`src/rtl/pipe_ctrl_pkg.sv`:
```
// Shared types and constants for the pipeline sequencer: register index, FSM state,
// the stage enable/flush bundle and the no-hazard/branch/load-use output helper.
package pipe_ctrl_pkg;

  typedef logic [4:0] r_t;

  typedef enum logic [1:0] {
    StInit,
    StRun,
    StMemWait
  } pipe_state_t;

  localparam int unsigned DefaultTimeoutCycles = 256;

  typedef struct packed {
    logic pc_en;
    logic if_id_en;
    logic id_ex_en;
    logic ex_mem_en;
    logic mem_wb_en;
    logic if_id_flush;
    logic id_ex_flush;
    logic ex_mem_flush;
    logic mem_wb_flush;
  } stage_ctrl_t;

  localparam stage_ctrl_t CtrlInit   = 9'b00000_1111;
  localparam stage_ctrl_t CtrlFreeze = 9'b00000_0000;
  localparam stage_ctrl_t CtrlRun    = 9'b11111_0000;

  // Normal advance; a taken branch squashes ID, so it outranks the load-use stall.
  function automatic stage_ctrl_t run_ctrl(input logic branch, input logic hazard);
    stage_ctrl_t c;
    c = CtrlRun;
    if (branch) begin
      c.if_id_flush = 1'b1;
      c.id_ex_flush = 1'b1;
    end else if (hazard) begin
      c.pc_en       = 1'b0;
      c.if_id_en    = 1'b0;
      c.id_ex_flush = 1'b1;
    end
    return c;
  endfunction

endpackage

```
`src/rtl/pipe_ctrl_hazard_detect.sv`:
```
// Load-use hazard compare between the instruction in ID and a load in EX.
module pipe_ctrl_hazard_detect
  import pipe_ctrl_pkg::*;
(
  input  r_t   id_rs1_i,
  input  r_t   id_rs2_i,
  input  logic id_use_rs1_i,
  input  logic id_use_rs2_i,
  input  r_t   ex_rd_i,
  input  logic ex_is_load_i,
  output logic hazard_o
);

  logic rs1_hit;
  logic rs2_hit;

  assign rs1_hit  = id_use_rs1_i && (id_rs1_i == ex_rd_i);
  assign rs2_hit  = id_use_rs2_i && (id_rs2_i == ex_rd_i);
  // x0 is hardwired zero, so a load targeting it never creates a dependency.
  assign hazard_o = ex_is_load_i && (ex_rd_i != '0) && (rs1_hit || rs2_hit);

endmodule

```
`src/rtl/pipe_ctrl.sv`:
```
// Pipeline sequencer: stage enables/flushes, stall counter and optional memory-wait
// watchdog (enabled by defining PIPE_CTRL_TIMEOUT_EN).
module pipe_ctrl
  import pipe_ctrl_pkg::*;
#(
  parameter int unsigned TIMEOUT_CYCLES = DefaultTimeoutCycles
) (
  input  logic        clk_i,
  input  logic        rst_ni,
  input  logic [4:0]  id_rs1_i,
  input  logic [4:0]  id_rs2_i,
  input  logic        id_use_rs1_i,
  input  logic        id_use_rs2_i,
  input  logic [4:0]  ex_rd_i,
  input  logic        ex_is_load_i,
  input  logic        ex_branch_taken_i,
  input  logic        mem_req_i,
  input  logic        mem_ack_i,
  output logic        pc_en_o,
  output logic        if_id_en_o,
  output logic        id_ex_en_o,
  output logic        ex_mem_en_o,
  output logic        mem_wb_en_o,
  output logic        if_id_flush_o,
  output logic        id_ex_flush_o,
  output logic        ex_mem_flush_o,
  output logic        mem_wb_flush_o,
  output logic [31:0] stall_cnt_o,
  output logic        mem_timeout_o
);

  pipe_state_t state_q, state_d;
  logic [31:0] stall_cnt_q, stall_cnt_d;
  stage_ctrl_t ctrl;
  logic        hazard;
  logic        timeout_hit;

  pipe_ctrl_hazard_detect u_hazard_detect (
    .id_rs1_i     (id_rs1_i),
    .id_rs2_i     (id_rs2_i),
    .id_use_rs1_i (id_use_rs1_i),
    .id_use_rs2_i (id_use_rs2_i),
    .ex_rd_i      (ex_rd_i),
    .ex_is_load_i (ex_is_load_i),
    .hazard_o     (hazard)
  );

`ifdef PIPE_CTRL_TIMEOUT_EN
  logic [31:0] wd_cnt_q, wd_cnt_d;
  logic        mem_timeout_q;

  // Held at zero outside MEM_WAIT, so it always starts from zero on entry.
  assign wd_cnt_d    = (state_q == StMemWait) ? wd_cnt_q + 32'd1 : '0;
  assign timeout_hit = (state_q == StMemWait) && !mem_ack_i &&
                       (wd_cnt_q == TIMEOUT_CYCLES - 1);

  always_ff @(posedge clk_i or negedge rst_ni) begin
    if (!rst_ni) begin
      wd_cnt_q      <= '0;
      mem_timeout_q <= 1'b0;
    end else begin
      wd_cnt_q      <= wd_cnt_d;
      mem_timeout_q <= mem_timeout_q | timeout_hit;
    end
  end

  assign mem_timeout_o = mem_timeout_q;
`else
  logic unused_timeout_cycles;

  assign unused_timeout_cycles = ^TIMEOUT_CYCLES;
  assign timeout_hit           = 1'b0;
  assign mem_timeout_o         = 1'b0;
`endif

  always_comb begin
    state_d = state_q;
    ctrl    = CtrlFreeze;
    unique case (state_q)
      StInit: begin
        ctrl    = CtrlInit;
        state_d = StRun;
      end
      StRun: begin
        if (mem_req_i && !mem_ack_i) begin
          state_d = StMemWait;
        end else begin
          ctrl = run_ctrl(ex_branch_taken_i, hazard);
        end
      end
      StMemWait: begin
        if (mem_ack_i) begin
          ctrl    = run_ctrl(ex_branch_taken_i, hazard);
          state_d = StRun;
        end else if (timeout_hit) begin
          // Abandon the access: bubble the memory-side stages and resume.
          ctrl.ex_mem_flush = 1'b1;
          ctrl.mem_wb_flush = 1'b1;
          state_d           = StRun;
        end
      end
      default: state_d = StInit;
    endcase
  end

  assign stall_cnt_d = (!ctrl.pc_en && (stall_cnt_q != '1)) ? stall_cnt_q + 32'd1 : stall_cnt_q;

  always_ff @(posedge clk_i or negedge rst_ni) begin
    if (!rst_ni) begin
      state_q     <= StInit;
      stall_cnt_q <= '0;
    end else begin
      state_q     <= state_d;
      stall_cnt_q <= stall_cnt_d;
    end
  end

  assign pc_en_o        = ctrl.pc_en;
  assign if_id_en_o     = ctrl.if_id_en;
  assign id_ex_en_o     = ctrl.id_ex_en;
  assign ex_mem_en_o    = ctrl.ex_mem_en;
  assign mem_wb_en_o    = ctrl.mem_wb_en;
  assign if_id_flush_o  = ctrl.if_id_flush;
  assign id_ex_flush_o  = ctrl.id_ex_flush;
  assign ex_mem_flush_o = ctrl.ex_mem_flush;
  assign mem_wb_flush_o = ctrl.mem_wb_flush;
  assign stall_cnt_o    = stall_cnt_q;

endmodule

```
`config.mk`:
```
export PLATFORM = sky130hd
export DESIGN_NAME = pipe_ctrl
export DESIGN_NICKNAME = d
export VERILOG_FILES = /design/src/rtl/pipe_ctrl_pkg.sv /design/src/rtl/pipe_ctrl_hazard_detect.sv /design/src/rtl/pipe_ctrl.sv
export SDC_FILE = /design/constraint.sdc
export NUM_CORES = 1
export LEC_CHECK = 0
export CORE_ASPECT_RATIO = 1.1
export CORE_MARGIN = 4
export CORE_UTILIZATION = 49
export DETAILED_ROUTE_END_ITERATION = 16
export PLACE_DENSITY = 0.85
export SLEW_MARGIN = 30
export SYNTH_ARGS = -nofsm -noshare
export SYNTH_HDL_FRONTEND = slang
export SYNTH_SLANG_ARGS = --single-unit
```
`constraint.sdc`:
```
create_clock -name clk_i -period 3.3 [get_ports clk_i]
set_clock_uncertainty 0.1 [all_clocks]
set_input_delay 0.495 -clock clk_i [delete_from_list [all_inputs] [get_ports clk_i]]
set_output_delay 0.495 -clock clk_i [all_outputs]
set_load 0.01 [all_outputs]
```
Word-level counts from Yosys, hierarchy flattened
Index checks and enable logic that the tools add are counted.
{"block": "op_classes", "eq_ne": 7, "reduce_logical": 12, "addsub": 1, "n_shift": 0, "div": 0, "multipliers": 0, "magnitude_cmp": 0, "bitwise_logic": 0, "n_mux": 11}
{"cell": "32-bit by 1-bit adder with 32-bit output (second input constant)", "count": 1}
{"cell": "32-bit inequality test (second input constant)", "count": 1}
{"cell": "9-bit one-hot mux with 3 select lines", "count": 1}
{"cell": "5-bit == test", "count": 2}
{"cell": "9-bit two-way mux", "count": 1}
{"cell": "2-bit two-way mux", "count": 4}
{"cell": "7-bit two-way mux", "count": 1}
{"cell": "1-bit logical AND", "count": 6}
{"cell": "2-bit one-hot mux with 3 select lines", "count": 1}
{"cell": "5-bit nonzero test", "count": 1}
{"cell": "2-bit inequality test (second input constant)", "count": 2}
{"cell": "1-bit two-way mux", "count": 3}
{"cell": "2-bit by 1-bit == test with 1-bit output (second input constant)", "count": 1}
{"cell": "2-bit == test (second input constant)", "count": 1}
{"cell": "1-bit logical NOT", "count": 2}
{"cell": "2-bit logical NOT", "count": 1}
{"cell": "2-bit AND reduction", "count": 1}
{"cell": "1-bit logical OR", "count": 1}
{"block": "totals", "n_memories": 0, "output_inout_bits": 42, "wordCells": 33, "latchBits": 0, "mem_bits_ro": 0, "ramBits": 0, "register_bits": 34, "input_bits": 23}

Logic depth before layout (Yosys ltp)
Gate-level depths: netlist (run 1).
{"block": "depth", "ltp_word": 10, "depth_mapped": 9, "depth_no_buf": 7}

By module
From an unflattened synthesis (run 1), not the netlist that was laid out.
{"block": "unflattened", "hier_cells": 196, "hier_area_um2": 1979.4}
{"mod": "pipe_ctrl", "cells_per_inst": 179, "area_per_inst_um2": 1845.5, "seq_area_each_um2": 850.8, "instances": 1}
{"mod": "pipe_ctrl_hazard_detect", "cells_per_inst": 17, "area_per_inst_um2": 133.9, "seq_area_each_um2": 0.0, "instances": 1}

Least setup slack after synthesis (run 1)
Ideal clock, no wire load.
{"block": "synth_timing", "path_kind": "input to output", "startpoint": "input mem_req_i", "endpoint": "output pc_en_o", "path_stages": 6, "t_arrival_ps": 1657, "path_slack_ps": 1048, "t_required_ps": 2705, "path_cell_list": "nor2b_1 -> o31a_2 -> inv_1 -> o21ai_0 -> nand2_2 -> buf_4"}
{"block": "synth_between", "elab_chain_cells": 3}
{"element": "start, declared", "line_no": "pipe_ctrl.sv:17", "source": "input logic mem_req_i,"}
{"element": "1-bit logical AND", "line_no": "pipe_ctrl.sv:85", "source": "if (mem_req_i && !mem_ack_i) begin"}
{"element": "9-bit two-way mux", "line_no": "pipe_ctrl.sv:85"}
{"element": "9-bit one-hot mux with 3 select lines", "line_no": "pipe_ctrl.sv:79", "source": "unique case (state_q)"}
{"element": "end, declared", "line_no": "pipe_ctrl.sv:19", "source": "output logic pc_en_o,"}
No other way between the ends.

Worst setup path in the final report (run 1)
{"block": "layout_timing", "startpoint": "input ex_rd_i[1]", "endpoint": "output pc_en_o"}
{"block": "layout_between", "elab_chain_cells": 8, "word_cells_on_any_way": 13}
{"element": "start, declared", "line_no": "pipe_ctrl.sv:14", "source": "input logic [4:0] ex_rd_i,"}
{"element": "5-bit == test, on equally long branches", "line_no": "pipe_ctrl_hazard_detect.sv:17, pipe_ctrl_hazard_detect.sv:18"}
{"element": "1-bit logical AND, on equally long branches", "line_no": "pipe_ctrl_hazard_detect.sv:17, pipe_ctrl_hazard_detect.sv:18"}
{"element": "1-bit logical OR", "line_no": "pipe_ctrl_hazard_detect.sv:20", "source": "assign hazard_o = ex_is_load_i && (ex_rd_i != '0) && (rs1_hit || rs2_hit);"}
{"element": "1-bit logical AND (*)", "line_no": "pipe_ctrl_hazard_detect.sv:20"}
{"element": "2-bit two-way mux (*)", "line_no": "pipe_ctrl_pkg.sv:38", "source": "end else if (hazard) begin"}
{"element": "2-bit two-way mux (*)", "line_no": "pipe_ctrl_pkg.sv:35", "source": "if (branch) begin"}
{"element": "7-bit two-way mux or 9-bit two-way mux (tied branches)", "line_no": "pipe_ctrl.sv:92, pipe_ctrl.sv:85"}
{"element": "9-bit one-hot mux with 3 select lines (*)", "line_no": "pipe_ctrl.sv:79"}
Mark *: on every way between the ends. The rest lies on a longest branch, timed or not.

==> tab_implementation.tex, run 1 <==
\begin{tabular}{lr}
\hline
Metric & Value \\
\hline
\multicolumn{2}{l}{\textbf{Cells and area}} \\
\quad Fillcell total & between 200 and 300 \\
\quad Most frequent standard cell in the layout excluding fill and tap cells & sky130\_fd\_sc\_hd\_\_clkdlybuf4s50\_1 \\
\quad Post-layout net count & 280 \\
\quad Highest-count cells in the layout ignoring fill and taps & sky130\_fd\_sc\_hd\_\_clkdlybuf4s50\_1 (63), sky130\_fd\_sc\_hd\_\_dfrtp\_1 (34), sky130\_fd\_sc\_hd\_\_xnor2\_1 (22), sky130\_fd\_sc\_hd\_\_nand2\_1 (20), sky130\_fd\_sc\_hd\_\_xor2\_1 (17) \\
\quad Share of post-route cells with drive strength above 1 & 0.1089 \\
\quad Antenna cell count & 0 \\
\quad Area growth from synthesis to final layout & 39.48\% \\
\quad Storage cell area & 850.8 µm² \\
\quad Area of the multi-input gates & 1025 µm² \\
\multicolumn{2}{l}{\textbf{Placed design}} \\
\quad Worst slack, placed & 184.1 ps \\
\quad Final weighted congestion in routability-driven placement & 0.8465 \\
\quad PortBufs & 63 \\
\quad Placed wire-length estimate & 3353 µm \\
\multicolumn{2}{l}{\textbf{Die}} \\
\quad Number of placed I/O pins & 65 \\
\quad Initial cell density of the core & 0.5227 \\
\quad Core Region & 3741 µm² \\
\quad Die span in x & 68.24 µm \\
\quad Standard-cell row count & 23 \\
\quad Area of the die & 5067 µm² \\
\quad Chip Height & 74.26 µm \\
\multicolumn{2}{l}{\textbf{Global route}} \\
\quad Maximum number of pins on one net before global-route repair & 35 \\
\quad Via count of the first global-routing pass & 1,722 \\
\quad GRT Residual Overflow & 0 \\
\quad Overall track demand over capacity in global routing & 0.1981 \\
\quad First-pass GRT wire length & 7465 µm \\
\quad Antenna violations before repair & 0 \\
\multicolumn{2}{l}{\textbf{Yosys}} \\
\quad Avg Cell Area, Syn & $\sim$10 µm² \\
\quad Top flip-flop cell by instance count after synthesis & sky130\_fd\_sc\_hd\_\_dfrtp\_1 \\
\quad Post-synth net total & 213 \\
\quad Number of instances in the synthesized netlist & between 150 and 200 \\
\quad Total number of yosys warnings & 0 \\
\quad Proportion of synthesized chip area in sequential cells & 0.4351 \\
\quad Count of cell types in the netlist & between 40 and 50 \\
\quad Synthesized area & between 1500 and 2000 µm² \\
\quad Share of async-settable or async-resettable flops after synthesis & 1.000 \\
\quad Number of synthesized flops with an enable pin & 0 \\
\quad Number of register bits inferred by synthesis & 34 \\
\multicolumn{2}{l}{\textbf{Timing}} \\
\quad Worst Tran Pin Value & 767.2 ps \\
\quad Final hold viol count & 0 \\
\quad Unrepaired setup endpoints after global routing & no \\
\quad Headroom to the max-slew limit & 0.4804 \\
\quad Final Setup Violations & 0 \\
\quad Maximum clock rate & about 320 MHz \\
\quad Final Max Slew Viols & 0 \\
\quad Share of the cycle needed by the critical path after routing & 0.9430 \\
\quad Worst Setup Slack, final & between 150 and 200 ps \\
\quad Setup Total Neg Slack & 0 ps \\
\quad Final critical-path required period & 3112 ps \\
\multicolumn{2}{l}{\textbf{Worst hold path}} \\
\quad WHS Path Cells & 1 \\
\quad End point of the worst hold path & stall\_cnt\_o[23] \\
\quad Hold path start & stall\_cnt\_o[23] \\
\quad Worst min-delay path class & flop to flop \\
\multicolumn{2}{l}{\textbf{Detailed routing}} \\
\quad Number of nets still failing antenna checks after routing & 0 \\
\quad Via-to-Cell Ratio & around 5.5 \\
\quad Total Routed Length & around 4500 µm \\
\quad First-pass detailed-route iteration total & 4 \\
\quad Average detailed-routed wire length per instance & 14.53 µm \\
\quad Via count of the routed design & 1,674 \\
\quad Count of routing violations after the opening detailed-route iteration & about 100 \\
\quad Number of DRC violations after detailed routing & 0 \\
\multicolumn{2}{l}{\textbf{Setup path}} \\
\quad Worst Path Max Fanout & 3 \\
\quad Data required time of the critical path & 2700 ps \\
\quad Worst setup path class & primary input to output pin \\
\quad Number of cells on the worst reg-to-reg path & 7 \\
\quad FF-to-FF setup slack & 850 ps \\
\quad Reg-to-reg critical path startpoint & stall\_cnt\_o[0] \\
\quad Arrival time worst endpoint & about 2500 ps \\
\quad Type of element capturing the critical path & output pin \\
\quad Critical path launch point type & primary input \\
\quad Reg-to-reg endpoint & stall\_cnt\_o[18] \\
\multicolumn{2}{l}{\textbf{Outcome}} \\
\quad Status & finished, final reports clean \\
\multicolumn{2}{l}{\textbf{Clocking}} \\
\quad Number of sinks on the clock net & 34 \\
\quad Post-CTS Resized & 0 \\
\quad Clock tree from TritonCTS & built \\
\quad Total of hold buffers inserted after clock tree synthesis & 0 \\
\quad Number of CTS-inserted buffers & 5 \\
\quad Clock root buffer master & sky130\_fd\_sc\_hd\_\_clkbuf\_8 \\
\quad Buffers inserted by post-CTS timing repair & 0 \\
\quad Clock slew at the register clock pins of the worst setup and hold paths & 60 ps \\
\quad Clock latency reported for the late side of the worst-skew pair & 280 ps \\
\quad CTS H-tree depth & 2 \\
\quad Number of buffers on the longest clock path & 2 \\
\multicolumn{2}{l}{\textbf{Job}} \\
\quad Max-cap violation count & 0 \\
\multicolumn{2}{l}{\textbf{Power}} \\
\quad Power Density & 452.2 nW/µm² \\
\quad Worst voltage drop across the vdd grid & 0.0002099 V \\
\quad Leakage dissipation & approximately 0.0011 µW \\
\hline
\end{tabular}
## sequential cells by signal, summed over array words and instances, names as in the netlist
register and flops:
state_q 2, stall_cnt_o 32
## worst max path at each step
stage	startpoint	end	slack, ps	cells past startpoint
after floorplan	mem_req_i	pc_en_o	1050	6
after global placement	ex_rd_i[1]	if_id_en_o	210	6
after detailed placement	ex_rd_i[1]	if_id_en_o	180	6
after CTS	ex_rd_i[1]	if_id_en_o	180	6
after global routing	ex_rd_i[1]	if_id_en_o	40	6
final	ex_rd_i[1]	pc_en_o	190	6
## routing by layer
layer / GRT usage / part of all wire
met1: 0.2056 / 0.38
met2: 0.3448 / 0.51
met3: 0.07251 / 0.080
met4: 0.1038 / 0.032
met5: 0 / 0
## worst max-delay path, cell delays in order
cell and delay (ps):
sky130_fd_sc_hd__clkdlybuf4s50_1 460, sky130_fd_sc_hd__or4_1 570, sky130_fd_sc_hd__o21ai_2 170, sky130_fd_sc_hd__o21ai_0 150, sky130_fd_sc_hd__nand2_2 130, sky130_fd_sc_hd__clkdlybuf4s50_1 540
## logic make-up after synthesis
family / after synthesis / share of synthesized area
other cells: 1 / 0.001918
simple gates: 86 / 0.2630
xor+xnor: 40 / 0.1830
mux: 1 / 0.005119
compound gates: 14 / 0.06462
flops: 34 / 0.4351
fa+ha+maj: 1 / 0.006397
buf+inv: 12 / 0.04094
## where the power goes
part,switching [µW],total [µW],leakage (µW),internal [µW]
logic,162,355,0.000606,192
registers,52.1,513,0.000451,461
clock network,140,365,0.0000524,226
## layout make-up
cell class,instances,area share
inverters,4,0.005505
flip-flops and latches,34,0.3119
clock inverters,1,0.01101
well taps,50,0.02294
clock buffers,7,0.02798
multi-input cells,143,0.3757
repair buffers,68,0.2450
## synth_stat cells (2+ instances only)
library cell,count,area (µm²)
sky130_fd_sc_hd__dfrtp_1,34,850.8
sky130_fd_sc_hd__xnor2_1,22,192.7
sky130_fd_sc_hd__nand2_1,20,75.07
sky130_fd_sc_hd__xor2_1,17,148.9
sky130_fd_sc_hd__nand3_1,14,70.07
sky130_fd_sc_hd__nand4_1,9,56.30
sky130_fd_sc_hd__and3_1,7,43.79
sky130_fd_sc_hd__nor2_1,7,26.28
sky130_fd_sc_hd__buf_4,5,37.54
sky130_fd_sc_hd__nor3_1,5,25.02
sky130_fd_sc_hd__inv_1,4,15.01
sky130_fd_sc_hd__a21oi_1,3,15.01
sky130_fd_sc_hd__and2_2,3,22.52
sky130_fd_sc_hd__nand3_2,3,30.03
sky130_fd_sc_hd__a211oi_1,2,15.01
sky130_fd_sc_hd__and2_1,2,12.51
sky130_fd_sc_hd__and4_1,2,17.52
sky130_fd_sc_hd__buf_6,2,22.52
sky130_fd_sc_hd__nor2b_1,2,12.51
sky130_fd_sc_hd__nor4_4,2,42.54
sky130_fd_sc_hd__o21ai_0,2,10.01
sky130_fd_sc_hd__or3_1,2,12.51
sky130_fd_sc_hd__or4_1,2,15.01
## per-stage QoR
step	std cells	hold slack, ps	instance area [µm²]	util	power (µW)
finish	307	397.0	2728	0.7291	1233
global route	307	424.7	2728	0.7291	1300
CTS	307	402.1	2728	0.7291	1246
detailed placement	299	391.4	2621	0.7007	876.7
global placement	299	378.9	2621	0.7007	870.1
floorplan	189	99.41	1956	-	693.9
Note: power is estimated with default switching activity, not from simulation.
==> inputs of run 2 (changes only) <==
--- a/config.mk
+++ b/config.mk
@@ -10,7 +10,8 @@
 export CORE_UTILIZATION = 49
 export DETAILED_ROUTE_END_ITERATION = 16
 export PLACE_DENSITY = 0.85
-export SLEW_MARGIN = 30
+export REMOVE_ABC_BUFFERS = 1
+export SLEW_MARGIN = 15
 export SYNTH_ARGS = -nofsm -noshare
 export SYNTH_HDL_FRONTEND = slang
 export SYNTH_SLANG_ARGS = --single-unit
==> tab_implementation.tex, run 2 (synthesis gave the netlist of run 1 again) <==
\begin{tabular}{lr}
\hline
Metric & Value \\
\hline
\multicolumn{2}{l}{\textbf{Clocking}} \\
\quad Number of CTS-inserted buffers & 5 (unchanged) \\
\quad Buffers inserted by post-CTS timing repair & 0 (unchanged) \\
\quad Clock tree from TritonCTS & built \\
\quad Number of buffers on the longest clock path & 2 (unchanged) \\
\quad Clock latency reported for the late side of the worst-skew pair & 290 ps (about the same) \\
\quad CTS H-tree depth & 2 (unchanged) \\
\quad Clock slew at the register clock pins of the worst setup and hold paths & 60 ps (about the same) \\
\quad Post-CTS Resized & 0 (unchanged) \\
\quad Number of sinks on the clock net & 34 (unchanged) \\
\quad Clock root buffer master & sky130\_fd\_sc\_hd\_\_clkbuf\_8 \\
\quad Total of hold buffers inserted after clock tree synthesis & 0 (unchanged) \\
\multicolumn{2}{l}{\textbf{Die}} \\
\quad Chip Height & 74.26 µm (unchanged) \\
\quad Number of placed I/O pins & 65 (unchanged) \\
\quad Initial cell density of the core & 0.5227 (unchanged) \\
\quad Standard-cell row count & 23 (unchanged) \\
\quad Core Region & 3741 µm² (unchanged) \\
\quad Area of the die & 5067 µm² (unchanged) \\
\quad Die span in x & 68.24 µm (unchanged) \\
\multicolumn{2}{l}{\textbf{Detailed routing}} \\
\quad Average detailed-routed wire length per instance & 14.45 µm (-0.53\%) \\
\quad Number of nets still failing antenna checks after routing & 0 (unchanged) \\
\quad Via count of the routed design & 1,639 (-2.1\%) \\
\quad Number of DRC violations after detailed routing & 0 (unchanged) \\
\quad Count of routing violations after the opening detailed-route iteration & 86 (-17\%) \\
\quad Via-to-Cell Ratio & 5.356 (-1.8\%) \\
\quad Total Routed Length & 4423 µm (-0.85\%) \\
\quad First-pass detailed-route iteration total & 4 (unchanged) \\
\multicolumn{2}{l}{\textbf{Placed design}} \\
\quad Placed cell count & 298 (-0.33\%) \\
\quad Placed wire-length estimate & 3291 µm (-1.9\%) \\
\quad Worst slack, placed & 167.3 ps (-16.86 ps) \\
\quad Final weighted congestion in routability-driven placement & 0.8264 (-2.4\%) \\
\quad PortBufs & 63 (unchanged) \\
\multicolumn{2}{l}{\textbf{Cells and area}} \\
\quad Non-filler instance count after layout & 306 (-0.33\%) \\
\quad Highest-count cells in the layout ignoring fill and taps & sky130\_fd\_sc\_hd\_\_clkdlybuf4s50\_1 (63), sky130\_fd\_sc\_hd\_\_dfrtp\_1 (34), sky130\_fd\_sc\_hd\_\_xnor2\_1 (22), sky130\_fd\_sc\_hd\_\_nand2\_1 (20), sky130\_fd\_sc\_hd\_\_xor2\_1 (17) \\
\quad Fillcell total & 273 (+3.4\%) \\
\quad Post-layout net count & 279 (-0.36\%) \\
\quad Antenna cell count & 0 (unchanged) \\
\quad Share of post-route cells with drive strength above 1 & 0.1133 (+0.004332) \\
\quad Most frequent standard cell in the layout excluding fill and tap cells & sky130\_fd\_sc\_hd\_\_clkdlybuf4s50\_1 \\
\quad Number of flip-flops in the largest register & 32 (unchanged) \\
\quad Area growth from synthesis to final layout & 39.28\% \\
\quad Final design utilization & 0.7281 (-0.001003) \\
\multicolumn{2}{l}{\textbf{Setup path}} \\
\quad Critical path launch point type & primary input \\
\quad Type of element capturing the critical path & output pin \\
\quad Arrival time worst endpoint & 2550 ps (+30 ps) \\
\quad Worst setup path class & primary input to output pin \\
\quad Worst Path Max Fanout & 3 (unchanged) \\
\quad Data required time of the critical path & 2700 ps (about the same) \\
\multicolumn{2}{l}{\textbf{Global route}} \\
\quad Overall track demand over capacity in global routing & 0.1924 (-0.005650) \\
\quad Maximum number of pins on one net before global-route repair & 35 (unchanged) \\
\quad First-pass GRT wire length & 7320 µm (-1.9\%) \\
\quad Met1 demand-to-capacity share in global routing & 0.2238 (+0.01825) \\
\quad Met3 Use GR & 0.06344 (-0.009063) \\
\quad GRT Residual Overflow & 0 (unchanged) \\
\quad Busiest metal layer after global routing & met2 \\
\quad Met2 Usage GRT & 0.3233 (-0.02141) \\
\quad Via count of the first global-routing pass & 1,620 (-5.9\%) \\
\quad Antenna violations before repair & 0 (unchanged) \\
\multicolumn{2}{l}{\textbf{Power}} \\
\quad Net switching share of the total power & 0.2943 (+0.007070) \\
\quad Power Density & 447.5 nW/µm² (-1.0\%) \\
\quad Leakage dissipation & 0.001110 µW (about the same) \\
\quad Proportion of power drawn by the clock network & 0.293 (-0.003) \\
\quad Combinational power share & 0.284 (-0.004) \\
\quad Worst voltage drop across the vdd grid & 0.0002105 V (+0.28\%) \\
\quad Internal Pwr Total & 860.2 µW (-2.1\%) \\
\quad Sequential fraction of design power & 0.423 (+0.007) \\
\quad Power spent charging and discharging nets & 358.8 µW (+1.3\%) \\
\multicolumn{2}{l}{\textbf{Timing}} \\
\quad Maximum clock rate & 317.6 MHz (-1.2\%) \\
\quad Unrepaired setup endpoints after global routing & no \\
\quad Setup Total Neg Slack & 0 ps (unchanged) \\
\quad Final hold viol count & 0 (unchanged) \\
\quad Final Setup Violations & 0 (unchanged) \\
\quad Worst Setup Slack, final & 151.0 ps (-37.13 ps) \\
\quad Headroom to the max-slew limit & 0.4967 (+0.01629) \\
\quad Final critical-path required period & 3149 ps (+37.13 ps) \\
\quad Share of the cycle needed by the critical path after routing & 0.9542 (+0.01125) \\
\quad Final Max Slew Viols & 0 (unchanged) \\
\quad Worst Tran Pin Value & 743.2 ps (-24.06 ps) \\
\multicolumn{2}{l}{\textbf{Outcome}} \\
\quad Status & finished, final reports clean \\
\multicolumn{2}{l}{\textbf{Job}} \\
\quad Max-cap violation count & 0 (unchanged) \\
\multicolumn{2}{l}{\textbf{Worst hold path}} \\
\quad Worst min-delay path class & flop to flop \\
\hline
\end{tabular}
## run 2: cell count changes in the layout (fill, tap and decap cells not counted), sizes merged
cell | previous run | this run
bufinv | 1 | 0
buf | 5 | 4
clkbuf | 7 | 8
## run 2: metal layers
metal / routed length (µm) / up-vias
met5: 0 / -
met4: 97 / 0
met3: 357 / 9
met2: 2202 / 69
met1: 1765 / 775
li1: - / 786
## run 2: per-stage QoR
step                instance area (µm²)  hold WS, ps  total power [µW]
floorplan                          1891        99.41             670.3
global placement                   2614        378.2             864.8
detailed placement                 2614        386.7             871.7
CTS                                2724        396.3              1227
global route                       2724        415.5              1278
finish                             2724        389.1              1219
## run 2: critical path, cell delays in order
cell and delay [ps]:
sky130_fd_sc_hd__clkdlybuf4s50_1 460, sky130_fd_sc_hd__or4_1 550, sky130_fd_sc_hd__o21ai_2 170, sky130_fd_sc_hd__o21ai_0 190, sky130_fd_sc_hd__nand2_2 140, sky130_fd_sc_hd__clkdlybuf4s50_1 540
## run 2: layout make-up
class                      count  area [µm²]  area share
clock buffer                   8       110.1     0.04042
timing repair buffer          67       660.6      0.2425
sequential                    34       850.8      0.3124
inverter                       4       15.01    0.005512
tap                           50       62.56     0.02297
multi-input combinational    143        1025      0.3762
## run 2: worst paths after layout
check                                 from         endpoint  slack [ps]  depth (start not counted)
max in group asynchronous           rst_ni   stall_cnt_o[7]        2290                          2
min                        stall_cnt_o[23]  stall_cnt_o[23]         390                          1
max                             ex_rd_i[1]          pc_en_o         150                          6
min reg2reg                stall_cnt_o[23]  stall_cnt_o[23]         390                          1
max reg2reg                 stall_cnt_o[0]   stall_cnt_o[9]         840                          7
min in group asynchronous           rst_ni   stall_cnt_o[4]         520                          2
## run 2: power by group through the flow
stage | Sequential, µW | Combinational (µW) | Clock, µW
after floorplan | 533 | 137 | 0
after global routing | 523 | 377 | 378
after global placement | 521 | 344 | 0
after detailed placement | 522 | 349 | 0
final | 516 | 347 | 357
after CTS | 515 | 353 | 360
